[config.mk]
export PLATFORM = sky130hd
export DESIGN_NAME = ex_stage_flat
export DESIGN_NICKNAME = d
export VERILOG_FILES = /design/src/rtl/ex_stage_if.sv /design/src/rtl/ex_stage.sv /design/src/flat_wrapper.sv
export SDC_FILE = /design/constraint.sdc
export NUM_CORES = 1
export LEC_CHECK = 0
export ABC_AREA = 1
export BUFFER_PORTS_ARGS = -buffer_cell sky130_fd_sc_hd__buf_2
export CAP_MARGIN = 20
export CORE_AREA = 4 4 294 296
export DETAILED_ROUTE_END_ITERATION = 6
export DIE_AREA = 0 0 298 300
export PLACE_DENSITY = 0.47
export SLEW_MARGIN = 25
export SYNTH_ARGS = -nofsm -noshare
export SYNTH_HDL_FRONTEND = slang
export SYNTH_SLANG_ARGS = --single-unit
[constraint.sdc]
create_clock -name Clk -period 3.4 [get_ports Clk]
set_clock_uncertainty 0.05 [all_clocks]
set_input_delay 0.17 -clock Clk [delete_from_list [all_inputs] [get_ports Clk]]
set_output_delay 0.17 -clock Clk [all_outputs]
set_load 0.02 [all_outputs]
[src/rtl/ex_stage_if.sv]
// ex_stage_if: bundle between the ID/EX register, the write-back forwarding
// path and the EX stage.
//   master : the ID/EX + WB side. Drives decoded controls, operands, register
//            numbers, the multiply/flush requests and the WB forwarding data.
//            Receives the EX/MEM register contents, BranchTakenE and MulBusy.
//   slave  : the EX stage (ex_stage). Port directions are the reverse of master.
interface ex_stage_if;
  // ID/EX controls and data
  logic        RegWriteE;
  logic        MemtoRegE;
  logic        MemWriteE;
  logic        ALUSrcE;
  logic        RegDstE;
  logic        BeqE;
  logic [2:0]  ALUCtrlE;
  logic [31:0] RData1E;
  logic [31:0] RData2E;
  logic [31:0] Imm32E;
  logic [4:0]  RsE;
  logic [4:0]  RtE;
  logic [4:0]  RdE;
  logic        MultE;
  logic [1:0]  HiLoSelE;
  logic        FlushE;
  // write-back forwarding source
  logic [31:0] ResultW;
  logic        RegWriteW;
  logic [4:0]  WriteRegW;
  // EX/MEM register and status
  logic        RegWriteM;
  logic        MemtoRegM;
  logic        MemWriteM;
  logic [31:0] ALUOutM;
  logic [31:0] WriteDataM;
  logic [4:0]  WriteRegM;
  logic        BranchTakenE;
  logic        MulBusy;

  modport master (
    output RegWriteE, MemtoRegE, MemWriteE, ALUSrcE, RegDstE, BeqE, ALUCtrlE,
           RData1E, RData2E, Imm32E, RsE, RtE, RdE, MultE, HiLoSelE, FlushE,
           ResultW, RegWriteW, WriteRegW,
    input  RegWriteM, MemtoRegM, MemWriteM, ALUOutM, WriteDataM, WriteRegM,
           BranchTakenE, MulBusy
  );

  modport slave (
    input  RegWriteE, MemtoRegE, MemWriteE, ALUSrcE, RegDstE, BeqE, ALUCtrlE,
           RData1E, RData2E, Imm32E, RsE, RtE, RdE, MultE, HiLoSelE, FlushE,
           ResultW, RegWriteW, WriteRegW,
    output RegWriteM, MemtoRegM, MemWriteM, ALUOutM, WriteDataM, WriteRegM,
           BranchTakenE, MulBusy
  );
endinterface

[src/rtl/ex_stage.sv]
// ex_stage: execute stage of the pipeline.
// Forwards operands from MEM/WB, runs the ALU and the branch compare, and
// iterates a 32-cycle shift-add unsigned multiplier into HI/LO. All results
// are registered into the EX/MEM pipeline register (1-cycle latency).
// Ports:
//   Clk   : clock, all state changes on posedge
//   Reset : synchronous active-high reset (EX/MEM, HI/LO, multiplier)
//   bus   : ex_stage_if.slave (ID/EX inputs, WB forwarding, EX/MEM outputs,
//           combinational BranchTakenE, registered MulBusy)
module ex_stage #(
  parameter int unsigned MULT_CYCLES = 32
) (
  input  logic        Clk,
  input  logic        Reset,
  ex_stage_if.slave   bus
);

  localparam int unsigned CNT_W = $clog2(MULT_CYCLES);
  localparam logic [CNT_W-1:0] CNT_LAST = CNT_W'(MULT_CYCLES - 1);
  localparam logic [CNT_W-1:0] CNT_ONE  = CNT_W'(1);

  typedef enum logic [0:0] {
    MUL_IDLE = 1'b0,
    MUL_RUN  = 1'b1
  } mul_state_e;

  // EX/MEM register
  logic        regwrite_m_q;
  logic        memtoreg_m_q;
  logic        memwrite_m_q;
  logic [31:0] aluout_m_q;
  logic [31:0] wdata_m_q;
  logic [4:0]  wreg_m_q;

  // multiplier state
  mul_state_e  mul_state_q;
  logic        busy_q;
  logic [31:0] hi_q;
  logic [31:0] lo_q;
  logic [63:0] mcand_q;
  logic [31:0] mplier_q;
  logic [63:0] acc_q;
  logic [CNT_W-1:0] cnt_q;

  // combinational datapath
  logic [31:0] a_s;
  logic [31:0] b_s;
  logic [31:0] alu_b_s;
  logic [31:0] alu_s;
  logic [31:0] result_d;
  logic [4:0]  wreg_d;
  logic [63:0] acc_sum_s;

  // Operand A forwarding: MEM result wins over WB; register 0 never forwards
  always_comb begin
    a_s = bus.RData1E;
    if (regwrite_m_q && (wreg_m_q != 5'd0) && (wreg_m_q == bus.RsE)) begin
      a_s = aluout_m_q;
    end else if (bus.RegWriteW && (bus.WriteRegW != 5'd0) && (bus.WriteRegW == bus.RsE)) begin
      a_s = bus.ResultW;
    end else begin
      a_s = bus.RData1E;
    end
  end

  // Operand B forwarding: same priority rule on Rt
  always_comb begin
    b_s = bus.RData2E;
    if (regwrite_m_q && (wreg_m_q != 5'd0) && (wreg_m_q == bus.RtE)) begin
      b_s = aluout_m_q;
    end else if (bus.RegWriteW && (bus.WriteRegW != 5'd0) && (bus.WriteRegW == bus.RtE)) begin
      b_s = bus.ResultW;
    end else begin
      b_s = bus.RData2E;
    end
  end

  // ALU: second operand mux then the operation
  always_comb begin
    alu_b_s = bus.ALUSrcE ? bus.Imm32E : b_s;
    alu_s   = 32'd0;
    case (bus.ALUCtrlE)
      3'b000:  alu_s = a_s + alu_b_s;
      3'b001:  alu_s = a_s - alu_b_s;
      3'b010:  alu_s = a_s & alu_b_s;
      3'b011:  alu_s = a_s | alu_b_s;
      3'b100:  alu_s = ($signed(a_s) < $signed(alu_b_s)) ? 32'd1 : 32'd0;
      3'b101:  alu_s = {bus.Imm32E[15:0], 16'd0};
      default: alu_s = 32'd0;
    endcase
  end

  // Result select: HI/LO reads return the last committed product only
  always_comb begin
    result_d = alu_s;
    case (bus.HiLoSelE)
      2'b01:   result_d = lo_q;
      2'b10:   result_d = hi_q;
      default: result_d = alu_s;
    endcase
    wreg_d = bus.RegDstE ? bus.RdE : bus.RtE;
  end

  // One shift-add step: accumulate the shifted multiplicand when the low multiplier bit is set
  always_comb begin
    acc_sum_s = acc_q + (mplier_q[0] ? mcand_q : 64'd0);
  end

  // EX/MEM pipeline register; a flush kills the controls but data still latches
  always_ff @(posedge Clk) begin
    if (Reset) begin
      regwrite_m_q <= 1'b0;
      memtoreg_m_q <= 1'b0;
      memwrite_m_q <= 1'b0;
      aluout_m_q   <= 32'd0;
      wdata_m_q    <= 32'd0;
      wreg_m_q     <= 5'd0;
    end else begin
      regwrite_m_q <= bus.RegWriteE & ~bus.FlushE;
      memtoreg_m_q <= bus.MemtoRegE & ~bus.FlushE;
      memwrite_m_q <= bus.MemWriteE & ~bus.FlushE;
      aluout_m_q   <= result_d;
      wdata_m_q    <= b_s;
      wreg_m_q     <= wreg_d;
    end
  end

  // Multiplier FSM: IDLE captures operands, RUN iterates MULT_CYCLES times then commits HI/LO
  always_ff @(posedge Clk) begin
    if (Reset) begin
      mul_state_q <= MUL_IDLE;
      busy_q      <= 1'b0;
      hi_q        <= 32'd0;
      lo_q        <= 32'd0;
      mcand_q     <= 64'd0;
      mplier_q    <= 32'd0;
      acc_q       <= 64'd0;
      cnt_q       <= '0;
    end else begin
      case (mul_state_q)
        MUL_IDLE: begin
          if (bus.MultE && !bus.FlushE) begin
            mcand_q     <= {32'd0, a_s};
            mplier_q    <= b_s;
            acc_q       <= 64'd0;
            cnt_q       <= '0;
            mul_state_q <= MUL_RUN;
            busy_q      <= 1'b1;
          end else begin
            busy_q      <= 1'b0;
          end
        end
        MUL_RUN: begin
          // MultE and FlushE are ignored here; the hazard unit stalls on MulBusy
          acc_q    <= acc_sum_s;
          mcand_q  <= {mcand_q[62:0], 1'b0};
          mplier_q <= {1'b0, mplier_q[31:1]};
          cnt_q    <= cnt_q + CNT_ONE;
          if (cnt_q == CNT_LAST) begin
            hi_q        <= acc_sum_s[63:32];
            lo_q        <= acc_sum_s[31:0];
            mul_state_q <= MUL_IDLE;
            busy_q      <= 1'b0;
          end else begin
            busy_q      <= 1'b1;
          end
        end
        default: begin
          mul_state_q <= MUL_IDLE;
          busy_q      <= 1'b0;
        end
      endcase
    end
  end

  assign bus.RegWriteM    = regwrite_m_q;
  assign bus.MemtoRegM    = memtoreg_m_q;
  assign bus.MemWriteM    = memwrite_m_q;
  assign bus.ALUOutM      = aluout_m_q;
  assign bus.WriteDataM   = wdata_m_q;
  assign bus.WriteRegM    = wreg_m_q;
  assign bus.BranchTakenE = bus.BeqE & (a_s == b_s);
  assign bus.MulBusy      = busy_q;

endmodule

[src/flat_wrapper.sv]
// flat-port wrapper written by rule: the top's interface ports become plain ports
module ex_stage_flat 
#(
  parameter int unsigned MULT_CYCLES = 32
)
  (Clk, Reset, bus_RegWriteE, bus_MemtoRegE, bus_MemWriteE, bus_ALUSrcE, bus_RegDstE, bus_BeqE, bus_ALUCtrlE, bus_RData1E, bus_RData2E, bus_Imm32E, bus_RsE, bus_RtE, bus_RdE, bus_MultE, bus_HiLoSelE, bus_FlushE, bus_ResultW, bus_RegWriteW, bus_WriteRegW, bus_RegWriteM, bus_MemtoRegM, bus_MemWriteM, bus_ALUOutM, bus_WriteDataM, bus_WriteRegM, bus_BranchTakenE, bus_MulBusy);
  ex_stage_if bus_i ();
  input  logic Clk;
  input  logic Reset;
  input wire logic [$bits(bus_i.RegWriteE)-1:0] bus_RegWriteE;
  input wire logic [$bits(bus_i.MemtoRegE)-1:0] bus_MemtoRegE;
  input wire logic [$bits(bus_i.MemWriteE)-1:0] bus_MemWriteE;
  input wire logic [$bits(bus_i.ALUSrcE)-1:0] bus_ALUSrcE;
  input wire logic [$bits(bus_i.RegDstE)-1:0] bus_RegDstE;
  input wire logic [$bits(bus_i.BeqE)-1:0] bus_BeqE;
  input wire logic [$bits(bus_i.ALUCtrlE)-1:0] bus_ALUCtrlE;
  input wire logic [$bits(bus_i.RData1E)-1:0] bus_RData1E;
  input wire logic [$bits(bus_i.RData2E)-1:0] bus_RData2E;
  input wire logic [$bits(bus_i.Imm32E)-1:0] bus_Imm32E;
  input wire logic [$bits(bus_i.RsE)-1:0] bus_RsE;
  input wire logic [$bits(bus_i.RtE)-1:0] bus_RtE;
  input wire logic [$bits(bus_i.RdE)-1:0] bus_RdE;
  input wire logic [$bits(bus_i.MultE)-1:0] bus_MultE;
  input wire logic [$bits(bus_i.HiLoSelE)-1:0] bus_HiLoSelE;
  input wire logic [$bits(bus_i.FlushE)-1:0] bus_FlushE;
  input wire logic [$bits(bus_i.ResultW)-1:0] bus_ResultW;
  input wire logic [$bits(bus_i.RegWriteW)-1:0] bus_RegWriteW;
  input wire logic [$bits(bus_i.WriteRegW)-1:0] bus_WriteRegW;
  output wire logic [$bits(bus_i.RegWriteM)-1:0] bus_RegWriteM;
  output wire logic [$bits(bus_i.MemtoRegM)-1:0] bus_MemtoRegM;
  output wire logic [$bits(bus_i.MemWriteM)-1:0] bus_MemWriteM;
  output wire logic [$bits(bus_i.ALUOutM)-1:0] bus_ALUOutM;
  output wire logic [$bits(bus_i.WriteDataM)-1:0] bus_WriteDataM;
  output wire logic [$bits(bus_i.WriteRegM)-1:0] bus_WriteRegM;
  output wire logic [$bits(bus_i.BranchTakenE)-1:0] bus_BranchTakenE;
  output wire logic [$bits(bus_i.MulBusy)-1:0] bus_MulBusy;
  assign bus_i.RegWriteE = bus_RegWriteE;
  assign bus_i.MemtoRegE = bus_MemtoRegE;
  assign bus_i.MemWriteE = bus_MemWriteE;
  assign bus_i.ALUSrcE = bus_ALUSrcE;
  assign bus_i.RegDstE = bus_RegDstE;
  assign bus_i.BeqE = bus_BeqE;
  assign bus_i.ALUCtrlE = bus_ALUCtrlE;
  assign bus_i.RData1E = bus_RData1E;
  assign bus_i.RData2E = bus_RData2E;
  assign bus_i.Imm32E = bus_Imm32E;
  assign bus_i.RsE = bus_RsE;
  assign bus_i.RtE = bus_RtE;
  assign bus_i.RdE = bus_RdE;
  assign bus_i.MultE = bus_MultE;
  assign bus_i.HiLoSelE = bus_HiLoSelE;
  assign bus_i.FlushE = bus_FlushE;
  assign bus_i.ResultW = bus_ResultW;
  assign bus_i.RegWriteW = bus_RegWriteW;
  assign bus_i.WriteRegW = bus_WriteRegW;
  assign bus_RegWriteM = bus_i.RegWriteM;
  assign bus_MemtoRegM = bus_i.MemtoRegM;
  assign bus_MemWriteM = bus_i.MemWriteM;
  assign bus_ALUOutM = bus_i.ALUOutM;
  assign bus_WriteDataM = bus_i.WriteDataM;
  assign bus_WriteRegM = bus_i.WriteRegM;
  assign bus_BranchTakenE = bus_i.BranchTakenE;
  assign bus_MulBusy = bus_i.MulBusy;
  ex_stage #(.MULT_CYCLES(MULT_CYCLES)) u_core (.Clk(Clk), .Reset(Reset), .bus(bus_i));
endmodule
Word level (Yosys, flattened, before mapping):

Cells that the tools add are included.

* register bits: 302
* bits of input ports: 164
* output and inout bits: 74
* word-level logic and storage cells: 73

* $add $sub $neg: 4
* magnitude comparators: 1
* equal/unequal tests: 14
* mux-type cells: 21
* bitwise logic cells: 8
* reductions and logical operators: 12

Operators with widths (number)
* 64-bit one-hot mux with 2 select lines: 2
* 32-bit two-way mux: 6
* 64-bit two-way mux: 3
* 32-bit one-hot mux with 6 select lines: 1
* 32-bit one-hot mux with 2 select lines: 2
* 64-bit adder: 1
* 32-bit adder: 1
* 32-bit bitwise AND: 1
* 32-bit == test: 1
* 32-bit less-than comparator: 1
* 32-bit bitwise OR: 1
* 32-bit subtractor: 1
* 5-bit == test: 4
* 5-bit two-way mux: 2
* 5-bit one-hot mux with 2 select lines: 1
* 5-bit nonzero test: 2
* 1-bit logical AND: 7
* 3-bit by 2-bit == test with 1-bit output, second input constant: 2
* 3-bit == test, second input constant: 2
* 5-bit by 1-bit adder with 5-bit output, second input constant: 1
* 5-bit == test, second input constant: 1
* 1-bit bitwise AND: 4
* 3-bit by 1-bit == test with 1-bit output, second input constant: 1
* 3-bit zero test: 1
* other kinds (8): 11

Longest topological paths before layout:

* depth after elaboration: 10
* depth in mapped cells: 30
* gate-level depth less buffers: 29

Least setup slack after synthesis:

Ideal clock, no wire load.

* kind: register -> register
* start point: register u_core.wreg_m_q[0], in the netlist u_core.bus.WriteRegM[0]
* end point: register u_core.aluout_m_q[31], in the netlist u_core.bus.ALUOutM[31]
* library setup time: 132 ps
* data arrival time: 3476 ps
* data required time: 3218 ps
* path slack: -258 ps
* stages on the path, launching flop included: 26
* path buffers: 1
* clock period less this slack: 3658 ps
* cells stage by stage: dfxtp_1 -> xnor2_1 -> nand2_1 -> nor2_1 -> nand3_2 -> inv_2 -> buf_2 -> nand2_1 -> nand2_1 -> inv_1 -> o21ai_0 -> inv_1 -> ha_1 -> or2_2 -> o21ai_1 -> inv_1 -> o21bai_1 -> nand2_1 -> nand3_1 -> nand2_1 -> nand2_1 -> nand2_1 -> nand3_1 -> nand3_1 -> nand2_1 -> a21oi_1

* word-level cells in the longest chain between the ends: 8
* elaborated cells on any way between the ends: 15
* those cells by class: add/sub: 2; eq/ne: 2; mux: 5; bitwise: 2; reduce/logical: 4

Ends and longest elaborated chain
* from (decl): RTL line ex_stage.sv:33 `logic [4:0] wreg_m_q;`
* from (signal assigned): RTL line ex_stage.sv:124 `wreg_m_q <= wreg_d;`
* 5-bit nonzero test: RTL line ex_stage.sv:57, ex_stage.sv:69
* 1-bit logical AND: RTL line ex_stage.sv:57, ex_stage.sv:69
* 1-bit logical AND: RTL line ex_stage.sv:69 `if (regwrite_m_q && (wreg_m_q != 5'd0) && (wreg_m_q == bus.RtE)) begin`
* 32-bit two-way mux: RTL line ex_stage.sv:69
* 32-bit two-way mux: RTL line ex_stage.sv:80 `alu_b_s = bus.ALUSrcE ? bus.Imm32E : b_s;`
* 32-bit subtractor (tied with other cells): RTL line ex_stage.sv:84 `3'b001: alu_s = a_s - alu_b_s;`
* 32-bit one-hot mux with 6 select lines *: RTL line ex_stage.sv:82 `case (bus.ALUCtrlE)`
* 32-bit one-hot mux with 2 select lines *: RTL line ex_stage.sv:96 `case (bus.HiLoSelE)`
* to (signal assigned): RTL line ex_stage.sv:122 `aluout_m_q <= result_d;`
* to (decl): RTL line ex_stage.sv:31 `logic [31:0] aluout_m_q;`

Every way passes the cells marked *; elsewhere a longest branch is shown, timed or not.
A chain may end at the register's enable or synchronous reset.

Final worst setup path:

* start point: register u_core.wreg_m_q[1], in the netlist u_core.bus.WriteRegM[1]
* end point: register u_core.aluout_m_q[30], in the netlist u_core.bus.ALUOutM[30]

Same word-level chain as after synthesis.

==> results.py <==
metrics = {
    "routing": {
        "route.antenna.remaining_nets": 0,
        "first_pass_iters": 7,
        "routed_wl_mm": 137,
        "wl_per_cell_um": 22.6,
        "drc_errors": 2,
        "drtIter0Drc": 2404,
        "vias": 30900,
        "viasPerCell": 5.11,
    },
    "place": {
        "place_area_um2": 31300,
        "gp_congestion": 1.02,
        "hpwl_mm": 112,
        "io_buffers": 237,
    },
    "setup_path": {
        "critPathBufInv": 7,
        "worstSetupPathType": "reg2reg",
        "crit_fanout": 9,
        "required_ns": 3.86,
        "worstSetupStartpointType": "flip-flop",
        "max_stage_delay_ns": 0.38,
        "worstSetupEndpointType": "flip-flop",
        "slowest_stage": "dfxtp_4",
        "cp.arrival_ns": 4.18,
        "cp_top_family": "simple AND/OR/NAND/NOR gates",
        "crit_top_cell": "nand2_1",
    },
    "grt": {
        "grt_pass1_vias": 30000,
        "grt_pass1_wl_mm": 197,
        "use_met2_pct": 48.3,
        "grt_max_degree": 147,
        "antenna_found_initial": 8,
        "grt.overflow.total": 0,
        "grtUsageMet1_pct": 38.0,
        "grtUsageMet3_pct": 4.72,
        "track_usage_pct": 29.4,
        "grt_busiest_layer": "met2",
    },
    "logic_synthesis": {
        "yosys_warnings": 0,
        "synth_nets": 4533,
        "synth_edf_count": 0,
        "ys_seq_area_share_pct": 24.2,
        "ys_types": 55,
        "synth_area_um2": 25000,
        "synthCells": 4195,
        "synthArstFlopShare_pct": 0,
        "synth_ff_type": "dfxtp_1",
        "syn_avg_cell_area_um2": 5.97,
        "ys_ff_latch": 302,
    },
    "power_and_ir_drop": {
        "power_density_nw_per_um2": 355,
        "p_int_uw": 8150,
        "ir_drop_uv": 310,
        "p_sw_uw": 4460,
        "power_frac_seq_pct": 29.6,
        "swShare_pct": 35.4,
        "comb_power_share_pct": 33.6,
        "clockPowerShare_pct": 36.9,
        "p_leak_uw": 0.0168,
    },
    "outcome": {
        "status": "finished, violations left",
        "violations": "DRC, setup timing",
    },
    "sta": {
        "setup_viol": 27,
        "tns_ns": -3.97,
        "layout_min_cycle_time_ns": 3.72,
        "relSlewSlack_pct": 37.2,
        "hold_violations": 0,
        "tightest_slew_ns": 0.942,
        "hold_ws_ns": 0.0384,
        "slew_viol_final": 0,
        "rsz0062_at_grt": "true",
        "period_share_pct": 109,
        "fin_ws_ns": -0.316,
        "max_freq_ghz": 0.269,
    },
    "die": {
        "start_util_pct": 30.0,
        "dieWidth_um": 298,
        "dieArea_um2": 89400,
        "core_um2": 83600,
        "dieHeight_um": 300,
        "rows": 106,
        "ios": 238,
    },
    "worst_hold_path": {
        "hold_path_class": "in2reg",
    },
    "final_layout": {
        "mostFrequentLayoutCells": "nand2_1, buf_4, inv_1",
        "final_util_pct": 42.5,
        "syn_to_final_growth_pct": 41.8,
        "final_area_um2": 35500,
        "drive_gt1_share_pct": 29.4,
        "fin_nets": 5280,
        "final_common_cell": "nand2_1",
    },
    "cts": {
        "clockBufferDepth": 3,
        "cts_made_buffers": 40,
        "cts_root_buffer": "clkbuf_16",
        "cts.sinks": 302,
        "clk_latency_ns": 0.60,
        "cts_tree": "yes",
        "cts.clk_slew.worst_paths_ns": 0.06,
        "cts_max_level": 2,
    },
    "run": {
        "max_cap_viol_count": 0,
    },
}
## flip-flops by register name, indices dropped and copies added (netlist names)
| register | flops |
|---|---|
| u_core.acc_q | 64 |
| u_core.mcand_q | 64 |
| u_core.bus.ALUOutM | 32 |
| u_core.bus.WriteDataM | 32 |
| u_core.hi_q | 32 |
| u_core.lo_q | 32 |
| u_core.mplier_q | 32 |
| u_core.bus.WriteRegM | 5 |
| u_core.cnt_q | 5 |
| u_core.bus.MemWriteM | 1 |
| u_core.bus.MemtoRegM | 1 |
| u_core.bus.MulBusy | 1 |
| u_core.bus.RegWriteM | 1 |
## synthesized netlist by cell type (12+ instances only)
library cell	number	area, um2
o21bai_1	19	143
inv_2	12	45.0
xor2_1	36	315
ha_1	171	2140
or2_2	39	244
nand2_2	14	87.6
a22o_1	12	105
buf_2	17	85.1
o21ai_1	16	80.1
nor3_1	38	190
o21a_1	14	105
a21o_1	13	97.6
clkbuf_1	112	420
a21oi_1	346	1730
dfxtp_1	302	6050
a31oi_1	69	432
nand2_1	1334	5010
nand3b_1	24	180
inv_1	533	2000
nand3_1	299	1500
buf_6	18	203
nor2_1	337	1260
o22ai_1	44	275
nand4_1	33	206
o21ai_0	231	1160
## final cells by class
class,instances,area [um2]
antenna,2,5.00
clock buffer,58,1140
clock inverter,15,289
fill,9139,48100
inverter,548,2080
multi-input combinational,3176,18100
sequential,302,6060
tap,1080,1350
timing repair buffer,874,6440
## tightest hold or removal path: stages
cell and delay (ns):
buf_2 0.17, nor2_1 0.08, nand2_2 0.07, nand2_1 0.05, nand2_1 0.05, a21oi_1 0.05
## kinds of logic after synthesis
group	count (synthesis)	share of synthesized area [%]
simple gates	2157	36.1
buf+inv	717	11.6
xor+xnor	46	1.61
fa+ha+maj	174	8.79
compound gates	799	17.7
flops	302	24.2
## per-stage QoR
stage | worst slack (ns) | power (uW) | std cells
floorplan | 0.0465 | 5290 | 4195
global placement | -0.836 | 7260 | 5912
detailed placement | -0.851 | 7240 | 5912
CTS | -0.274 | 12300 | 6031
global route | -0.423 | 13100 | 6053
finish | -0.316 | 12600 | 6055
## per-layer routing
layer	vias to the layer above	wire [um]
met5	-	42
met4	6	7370
met3	297	9460
met2	1062	61300
met1	14500	58700
li1	15000	-
## repair_timing
action,CTS,global route
pin swaps,32,104
setup endpoints to repair,31,38
resized for setup,352,322
gates cloned,2,1
setup buffers,27,24
endpoints found under the hold margin,8,0
hold buffers,19,0
## worst paths after layout
check / startpoint / endpoint / slack, ns / cells after the start
worst max-delay path: u_core.bus.WriteRegM[1] / u_core.bus.ALUOutM[30] / -0.32 / 25
worst min-delay path: bus_ALUCtrlE[0] / u_core.bus.ALUOutM[0] / 0.04 / 6
worst max register to register: u_core.bus.WriteRegM[1] / u_core.bus.ALUOutM[30] / -0.32 / 25
worst min register to register: u_core.hi_q[20] / u_core.hi_q[20] / 0.40 / 2
## power by group through the flow
stage	Sequential (uW)	Clock [uW]	Combinational (uW)
6_report	3730	4650	4230
5_1_grt	3730	4880	4470
4_1_cts	3720	4750	3820
3_5_place_dp	3800	0	3440
3_3_place_gp	3800	0	3460
2_1_floorplan	3830	0	1460
Power figures use the tool's default switching activity.
